**config.mk**
```make
export PLATFORM = sky130hd
export DESIGN_NAME = weight_fetch_flat
export DESIGN_NICKNAME = d
export VERILOG_FILES = /design/src/rtl/weight_fetch_pkg.sv /design/src/rtl/weight_fetch_if.sv /design/src/rtl/wf_beat_fifo.sv /design/src/rtl/weight_fetch.sv /design/src/flat_wrapper.sv
export SDC_FILE = /design/constraint.sdc
export NUM_CORES = 1
export LEC_CHECK = 0
export ABC_AREA = 1
export CAP_MARGIN = 10
export CORE_MARGIN = 3
export CORE_UTILIZATION = 45
export DETAILED_ROUTE_END_ITERATION = 10
export GPL_ROUTABILITY_DRIVEN = 1
export PLACE_DENSITY = 0.74
export SYNTH_ARGS = -nofsm -noshare
export SYNTH_HDL_FRONTEND = slang
export SYNTH_SLANG_ARGS = --single-unit
```
**constraint.sdc**
```tcl
create_clock -name clk -period 5.15 [get_ports clk]
set_input_delay 0.515 -clock clk [delete_from_list [all_inputs] [get_ports clk]]
set_output_delay 0.515 -clock clk [all_outputs]
set_load 0.01 [all_outputs]
```
**src/rtl/weight_fetch_pkg.sv**
```systemverilog
// Shared constants, FSM state encoding and beat-geometry helpers for the weight ROM sequencer.
package weight_fetch_pkg;

    localparam int W_WIDTH          = 16;
    localparam int WEIGHTS_PER_WORD = 8;
    localparam int BEAT_WEIGHTS     = 2 * WEIGHTS_PER_WORD;
    localparam int COUNT_W          = 5;

    typedef enum logic [1:0] {
        IDLE  = 2'd0,
        FETCH = 2'd1,
        DRAIN = 2'd2
    } state_e;

    function automatic int calc_nwords(input int num_weights);
        return (num_weights + WEIGHTS_PER_WORD - 1) / WEIGHTS_PER_WORD;
    endfunction

    // A beat carries two consecutive ROM words.
    function automatic int calc_nbeats(input int num_weights);
        return (calc_nwords(num_weights) + 1) / 2;
    endfunction

    function automatic int calc_last_count(input int num_weights);
        return num_weights - BEAT_WEIGHTS * (calc_nbeats(num_weights) - 1);
    endfunction

endpackage

```
**src/rtl/weight_fetch_if.sv**
```systemverilog
// Valid/ready beat stream from the weight sequencer to the MAC array.
interface weight_fetch_if #(
    parameter int DATA_WIDTH = 128
);
    import weight_fetch_pkg::*;

    logic                    out_valid;
    logic                    out_ready;
    logic [2*DATA_WIDTH-1:0] out_data;
    logic                    out_last;
    logic [COUNT_W-1:0]      out_count;

    modport master (output out_valid, out_data, out_last, out_count, input out_ready);
    modport slave  (input out_valid, out_data, out_last, out_count, output out_ready);

endinterface

```
**src/rtl/wf_beat_fifo.sv**
```systemverilog
// Synchronous beat buffer; accepts a push while full when a pop happens in the same cycle.
module wf_beat_fifo #(
    parameter int DEPTH = 4,
    parameter int WIDTH = 8
) (
    input  logic                       clk,
    input  logic                       rst_n,
    input  logic                       push_i,
    input  logic [WIDTH-1:0]           wdata_i,
    input  logic                       pop_i,
    output logic [WIDTH-1:0]           rdata_o,
    output logic                       empty_o,
    output logic [$clog2(DEPTH+1)-1:0] occupancy_o
);
    localparam int PW = (DEPTH > 1) ? $clog2(DEPTH) : 1;
    localparam int CW = $clog2(DEPTH + 1);

    logic [WIDTH-1:0] mem_q [DEPTH];
    logic [PW-1:0]    wr_ptr_q;
    logic [PW-1:0]    rd_ptr_q;
    logic [CW-1:0]    count_q;
    logic             full;
    logic             do_push;
    logic             do_pop;

    function automatic logic [PW-1:0] ptr_inc(input logic [PW-1:0] ptr);
        return (ptr == PW'(DEPTH - 1)) ? '0 : ptr + 1'b1;
    endfunction

    assign empty_o = (count_q == '0);
    assign full    = (count_q == CW'(DEPTH));
    assign do_pop  = pop_i & ~empty_o;
    assign do_push = push_i & (~full | do_pop);

    // NOTE: non-blocking assignments so every register samples pre-edge values.
    always_ff @(posedge clk or negedge rst_n) begin
        if (!rst_n) begin
            // NOTE: storage is reset too, so a reset shows all-zero beat fields rather than stale data.
            for (int i = 0; i < DEPTH; i++) begin
                mem_q[i] <= '0;
            end
            wr_ptr_q <= '0;
            rd_ptr_q <= '0;
            count_q  <= '0;
        end else begin
            if (do_push) begin
                mem_q[wr_ptr_q] <= wdata_i;
                wr_ptr_q        <= ptr_inc(wr_ptr_q);
            end
            if (do_pop) begin
                rd_ptr_q <= ptr_inc(rd_ptr_q);
            end
            case ({do_push, do_pop})
                2'b10:   count_q <= count_q + 1'b1;
                2'b01:   count_q <= count_q - 1'b1;
                default: count_q <= count_q;
            endcase
        end
    end

    assign rdata_o     = mem_q[rd_ptr_q];
    assign occupancy_o = count_q;

endmodule

```
**src/rtl/weight_fetch.sv**
```systemverilog
// Dual-port weight ROM sequencer streaming 2-word beats. Optional WEIGHT_FETCH_ZERO_MASK_EN
// zeroes lanes past out_count on the final beat.
module weight_fetch
    import weight_fetch_pkg::*;
#(
    parameter int ADDR_WIDTH  = 4,
    parameter int DATA_WIDTH  = 128,
    parameter int DEPTH       = 16,
    parameter int NUM_WEIGHTS = 122,
    parameter int FIFO_DEPTH  = 4
) (
    input  logic                  clk,
    input  logic                  rst_n,
    input  logic                  start,
    output logic                  busy,
    output logic                  done,
    output logic [ADDR_WIDTH-1:0] addr_a,
    output logic [ADDR_WIDTH-1:0] addr_b,
    input  logic [DATA_WIDTH-1:0] q_a,
    input  logic [DATA_WIDTH-1:0] q_b,
    weight_fetch_if.master        out_if
);
    localparam int NWORDS     = calc_nwords(NUM_WEIGHTS);
    localparam int LAST_WORD  = (NWORDS < DEPTH) ? NWORDS - 1 : DEPTH - 1;
    localparam int NBEATS     = calc_nbeats(NUM_WEIGHTS);
    localparam int LAST_COUNT = calc_last_count(NUM_WEIGHTS);
    localparam int KW         = (NBEATS > 1) ? $clog2(NBEATS) : 1;
    localparam int BEAT_W     = 2 * DATA_WIDTH;
    localparam int ENTRY_W    = BEAT_W + 1 + COUNT_W;
    localparam int OCC_W      = $clog2(FIFO_DEPTH + 1);

    state_e                state_q;
    logic [KW-1:0]         k_q;
    logic [ADDR_WIDTH-1:0] addr_a_q, addr_b_q;
    logic [ADDR_WIDTH-1:0] addr_a_d, addr_b_d;
    logic                  iss_v_q, iss_last_q;
    logic                  rom_v_q, rom_last_q;
    logic                  busy_q, done_q;
    logic                  is_last_k, issue_ok, issue;
    logic                  pop, last_hs, fifo_empty;
    logic [OCC_W-1:0]      occupancy;
    logic [BEAT_W-1:0]     beat_data;
    logic [COUNT_W-1:0]    beat_count;
    logic [ENTRY_W-1:0]    fifo_wdata, fifo_rdata;

    // NOTE: defaults first so no path leaves a combinational signal unassigned (no latch).
    always_comb begin
        addr_a_d = ADDR_WIDTH'(2 * int'(k_q));
        addr_b_d = addr_a_d;
        if (2 * int'(k_q) + 1 <= LAST_WORD) begin
            addr_b_d = ADDR_WIDTH'(2 * int'(k_q) + 1);
        end
    end

    // Buffered beats plus pairs still in the ROM/capture pipe must fit the FIFO.
    assign is_last_k = (k_q == KW'(NBEATS - 1));
    assign issue_ok  = (int'(occupancy) + int'(iss_v_q) + int'(rom_v_q)) < FIFO_DEPTH;
    assign issue     = ((state_q == IDLE) && start) || ((state_q == FETCH) && issue_ok);

    always_ff @(posedge clk or negedge rst_n) begin
        if (!rst_n) begin
            state_q    <= IDLE;
            k_q        <= '0;
            addr_a_q   <= '0;
            addr_b_q   <= '0;
            iss_v_q    <= 1'b0;
            iss_last_q <= 1'b0;
            rom_v_q    <= 1'b0;
            rom_last_q <= 1'b0;
            busy_q     <= 1'b0;
            done_q     <= 1'b0;
        end else begin
            iss_v_q    <= 1'b0;
            iss_last_q <= 1'b0;
            rom_v_q    <= iss_v_q;
            rom_last_q <= iss_last_q;
            done_q     <= 1'b0;
            if (issue) begin
                addr_a_q   <= addr_a_d;
                addr_b_q   <= addr_b_d;
                iss_v_q    <= 1'b1;
                iss_last_q <= is_last_k;
                k_q        <= is_last_k ? '0 : k_q + 1'b1;
            end
            case (state_q)
                IDLE: begin
                    if (start) begin
                        busy_q  <= 1'b1;
                        state_q <= is_last_k ? DRAIN : FETCH;
                    end
                end
                FETCH: begin
                    if (issue_ok && is_last_k) begin
                        state_q <= DRAIN;
                    end
                end
                DRAIN: begin
                    if (last_hs) begin
                        state_q <= IDLE;
                        busy_q  <= 1'b0;
                        done_q  <= 1'b1;
                    end
                end
                default: state_q <= IDLE;
            endcase
        end
    end

    assign beat_count = rom_last_q ? COUNT_W'(LAST_COUNT) : COUNT_W'(BEAT_WEIGHTS);

`ifdef WEIGHT_FETCH_ZERO_MASK_EN
    always_comb begin
        beat_data = {q_a, q_b};
        if (rom_last_q) begin
            for (int j = LAST_COUNT; j < BEAT_WEIGHTS; j++) begin
                beat_data[BEAT_W-1-j*W_WIDTH -: W_WIDTH] = '0;
            end
        end
    end
`else
    assign beat_data = {q_a, q_b};
`endif

    assign fifo_wdata = {beat_data, rom_last_q, beat_count};
    assign pop        = out_if.out_valid & out_if.out_ready;

    wf_beat_fifo #(
        .DEPTH (FIFO_DEPTH),
        .WIDTH (ENTRY_W)
    ) u_fifo (
        .clk         (clk),
        .rst_n       (rst_n),
        .push_i      (rom_v_q),
        .wdata_i     (fifo_wdata),
        .pop_i       (pop),
        .rdata_o     (fifo_rdata),
        .empty_o     (fifo_empty),
        .occupancy_o (occupancy)
    );

    assign out_if.out_valid = ~fifo_empty;
    assign out_if.out_data  = fifo_rdata[ENTRY_W-1 -: BEAT_W];
    assign out_if.out_last  = ~fifo_empty & fifo_rdata[COUNT_W];
    assign out_if.out_count = fifo_empty ? '0 : fifo_rdata[COUNT_W-1:0];
    assign last_hs          = pop & out_if.out_last;

    assign busy   = busy_q;
    assign done   = done_q;
    assign addr_a = addr_a_q;
    assign addr_b = addr_b_q;

endmodule

```
**src/flat_wrapper.sv**
```systemverilog
// flat-port wrapper written by rule: the top's interface ports become plain ports
module weight_fetch_flat import weight_fetch_pkg::*;
#(
    parameter int ADDR_WIDTH  = 4,
    parameter int DATA_WIDTH  = 128,
    parameter int DEPTH       = 16,
    parameter int NUM_WEIGHTS = 122,
    parameter int FIFO_DEPTH  = 4
)
  (clk, rst_n, start, busy, done, addr_a, addr_b, q_a, q_b, out_if_out_valid, out_if_out_data, out_if_out_last, out_if_out_count, out_if_out_ready);
  weight_fetch_if #(.DATA_WIDTH(DATA_WIDTH)) out_if_i ();
  input  logic clk;
  input  logic rst_n;
  input  logic start;
  output logic busy;
  output logic done;
  output logic [ADDR_WIDTH-1:0] addr_a;
  output logic [ADDR_WIDTH-1:0] addr_b;
  input  logic [DATA_WIDTH-1:0] q_a;
  input  logic [DATA_WIDTH-1:0] q_b;
  output wire logic [$bits(out_if_i.out_valid)-1:0] out_if_out_valid;
  output wire logic [$bits(out_if_i.out_data)-1:0] out_if_out_data;
  output wire logic [$bits(out_if_i.out_last)-1:0] out_if_out_last;
  output wire logic [$bits(out_if_i.out_count)-1:0] out_if_out_count;
  input wire logic [$bits(out_if_i.out_ready)-1:0] out_if_out_ready;
  assign out_if_out_valid = out_if_i.out_valid;
  assign out_if_out_data = out_if_i.out_data;
  assign out_if_out_last = out_if_i.out_last;
  assign out_if_out_count = out_if_i.out_count;
  assign out_if_i.out_ready = out_if_out_ready;
  weight_fetch #(.ADDR_WIDTH(ADDR_WIDTH), .DATA_WIDTH(DATA_WIDTH), .DEPTH(DEPTH), .NUM_WEIGHTS(NUM_WEIGHTS), .FIFO_DEPTH(FIFO_DEPTH)) u_core (.clk(clk), .rst_n(rst_n), .start(start), .busy(busy), .done(done), .addr_a(addr_a), .addr_b(addr_b), .q_a(q_a), .q_b(q_b), .out_if(out_if_i));
endmodule
```
==> impl_metrics.env <==
export IMPL_drv_slew=0
export IMPL_r2r_start="u_core.u_fifo.occupancy_o[1]"
export IMPL_synthXorXnorAreaFrac=0.000363
export IMPL_grt_pass1_vias=43682
export IMPL_hpwl_mm=84.1
export IMPL_max_freq_mhz=232
export IMPL_async_reset_ff_frac=1.00
export IMPL_grt_usage=0.273
export IMPL_startpoint="u_core.u_fifo.rd_ptr_q[0]"
export IMPL_worst_skew_pair_late_latency_ps=690
export IMPL_cellInternalPower_mw=24.4
export IMPL_synth_avg_cell_area_um2=7.96
export IMPL_path_buf_inv=2
export IMPL_arrival_ps=3790
export IMPL_synth_top_family_by_area="simple AND/OR/NAND/NOR gates"
export IMPL_die_h_um=334
export IMPL_synthAdderAreaFrac=0.00301
export IMPL_start_util=0.456
export IMPL_status="completed"
export IMPL_wl_mm=156
export IMPL_powerDensity_nw_per_um2=741
export IMPL_max_cap_violations=0
export IMPL_syn_area_um2=48300
export IMPL_p_sw_mw=18.5
export IMPL_drc=0
export IMPL_p_clk_frac=0.191
export IMPL_worst_pin_slew_ps=1300
export IMPL_die_w_um=334
export IMPL_min_path_type="reg2reg"
export IMPL_vias=44559
export IMPL_routabilityCongestion=0.821
export IMPL_crit_end="out_if_out_data[112]"
export IMPL_yosysWarnings=0
export IMPL_yosysTopAreaCellShare=0.546
export IMPL_final_setup_tns_ps=0
export IMPL_synth_edf_count=0
export IMPL_final_cell_mix="nand2_1 (2095), o21ai_0 (1413), dfrtp_1 (1052)"
export IMPL_crit_slowest_cell="dfrtp_4"
export IMPL_dr_pass1_iters=6
export IMPL_p_sw_frac=0.432
export IMPL_synth_compound_area_frac=0.195
export IMPL_clk_pin_slew_worst_paths_ps=60
export IMPL_h_tree_depth=3
export IMPL_cts_tree="yes"
export IMPL_vias_per_cell=5.73
export IMPL_post_cts_setup_buffers=0
export IMPL_cts_root_buf="clkbuf_16"
export IMPL_cts_sinks=1054
export IMPL_setup_violations=0
export IMPL_antenna_found_initial=35
export IMPL_synth_area_leader_cell="dfrtp_1"
export IMPL_crit_type="reg2out"
export IMPL_die_area_um2=111000
export IMPL_io_buffer_count=529
export IMPL_max_slew_margin=0.135
export IMPL_reg2regPathDepth=8
export IMPL_synthCells=6065
export IMPL_ios=533
export IMPL_wire_per_inst_um=20.0
export IMPL_yosysSeqAreaShare=0.546
export IMPL_layout_commonest_cell="nand2_1"
export IMPL_finish_utilization=0.547
export IMPL_hold_violations=0
export IMPL_initialDrtViolationCount=4614
export IMPL_area_growth_pct=20.0
export IMPL_ys_types=26
export IMPL_grt_pass1_wl_mm=245
export IMPL_p_comb_frac=0.481
export IMPL_skew_ps=17.3
export IMPL_cts_buffers=114
export IMPL_finalPower_mw=42.9
export IMPL_ir_drop_v=0.000806
export IMPL_timing_final_crit_share=0.836
export IMPL_worstReg2RegEnd="u_core.u_fifo.mem_q[560]"
export IMPL_crit_cells=4
export IMPL_fill_cells=9491
export IMPL_grt_overflow_total=0
export IMPL_clock_path_buffers=3
export IMPL_drive_above_1_share=0.0418
export IMPL_cp_max_fo=212
export IMPL_route_antenna_remaining_nets=0
export IMPL_ff2ff_setup_slack_ps=2170
export IMPL_nNetsFinal=6543
export IMPL_start_kind="register"
export IMPL_core_um2=106000
export IMPL_synth_simple_area_share=0.206
export IMPL_max_stage_delay_ps=910
export IMPL_p_leak_nw=26.9
export IMPL_seqPwrFrac=0.328
export IMPL_yosys_top_cells_area="dfrtp_1 (55%), nand2_1 (16%), o21ai_0 (15%)"
export IMPL_synthMuxAreaShare=0
export IMPL_layout_min_cycle_time_ps=4300
export IMPL_required_ps=4640
export IMPL_ys_ff_latch=1054
export IMPL_rsz0062_at_grt="false"
export IMPL_grt_max_degree=255
export IMPL_synth_ff_type="dfrtp_1"
export IMPL_critPathTopFamily="buffers and inverters"
export IMPL_rows=119
export IMPL_cp_end_kind="primary output"
export IMPL_crit_chain="buf_12, o21ai_0, o22ai_1, clkdlybuf4s50_1"
state kept, by name (all words and copies together) (netlist names):
signal	flops
u_core.busy	1
u_core.done	1
u_core.u_fifo.occupancy_o	3
u_core.u_fifo.rd_ptr_q	2
u_core.u_fifo.mem_q	1032
u_core.u_fifo.wr_ptr_q	2
u_core.rom_last_q	1
u_core.k_q	3
u_core.iss_last_q	1
u_core.state_q	2
u_core.addr_b	4
u_core.rom_v_q	1
u_core.iss_v_q	1
worst min path at each step:
stage | depth (start not counted) | start | slack (ps) | end
floorplan | 0 | rst_n | 220 | u_core.addr_b[0]
global placement | 0 | u_core.iss_last_q | 330 | u_core.rom_last_q
detailed placement | 0 | u_core.iss_last_q | 360 | u_core.rom_last_q
finish | 0 | u_core.iss_last_q | 360 | u_core.rom_last_q
CTS | 0 | u_core.iss_last_q | 370 | u_core.rom_last_q
global route | 0 | u_core.iss_last_q | 370 | u_core.rom_last_q
through the flow:
stage | cells | setup WS, ps | hold WS, ps | instance area [µm²]
detailed placement | 7546 | 1620 | 355 | 54100
global placement | 7546 | 1640 | 332 | 54100
floorplan | 6067 | 2870 | 219 | 48300
finish | 7780 | 845 | 363 | 57900
CTS | 7753 | 820 | 369 | 57800
global route | 7775 | 648 | 375 | 57900
timing repair:
| action | CTS | global route |
|---|---|---|
| endpoints found under the hold margin | 78 | 0 |
| gates resized for setup | 0 | 0 |
| hold buffers | 1 | 0 |
final cells by class:
class	instances	area, µm²	share of cell area
antenna	27	67.6	0.00117
multi-input combinational	4468	19500	0.338
timing repair buffer	606	6280	0.108
clock buffer	173	3360	0.0579
inverter	28	150	0.00259
tap	1391	1740	0.0301
sequential	1054	26400	0.456
clock inverter	33	383	0.00661
cell usage after synthesis, types with 15 or more instances:
master,instances
buf_1,32
nor2_1,520
dfrtp_1,1054
nand3_1,15
buf_4,23
inv_1,27
o21ai_0,1413
o21ai_1,137
buf_2,177
clkbuf_1,277
o22ai_1,256
nand2_1,2095
power by group through the flow:
stage | Clock (mW) | Combinational (mW) | Sequential [mW]
6_report | 8.20 | 20.6 | 14.1
5_1_grt | 8.69 | 22.7 | 14.5
4_1_cts | 8.34 | 20.5 | 14.0
3_5_place_dp | 0 | 20.4 | 14.1
3_3_place_gp | 0 | 20.1 | 13.9
2_1_floorplan | 0 | 12.0 | 13.5
cell families after synthesis:
kind of cell,after synthesis
adder cells (fa/ha/maj),11
AND/OR/NAND/NOR,2638
flip-flops,1054
other,1
AO/OA/AOI/OAI,1814
buffers and inverters,545
XOR/XNOR,2
routing by layer:
layer | global-route usage | wire length [µm] | up-vias
li1 | - | - | 20410
met1 | 0.359 | 63500 | 21850
met2 | 0.440 | 73600 | 1966
met3 | 0.0539 | 13300 | 313
met4 | 0.118 | 5430 | 20
met5 | 0 | 135 | -
No activity file was read; power rests on OpenSTA's default activity.
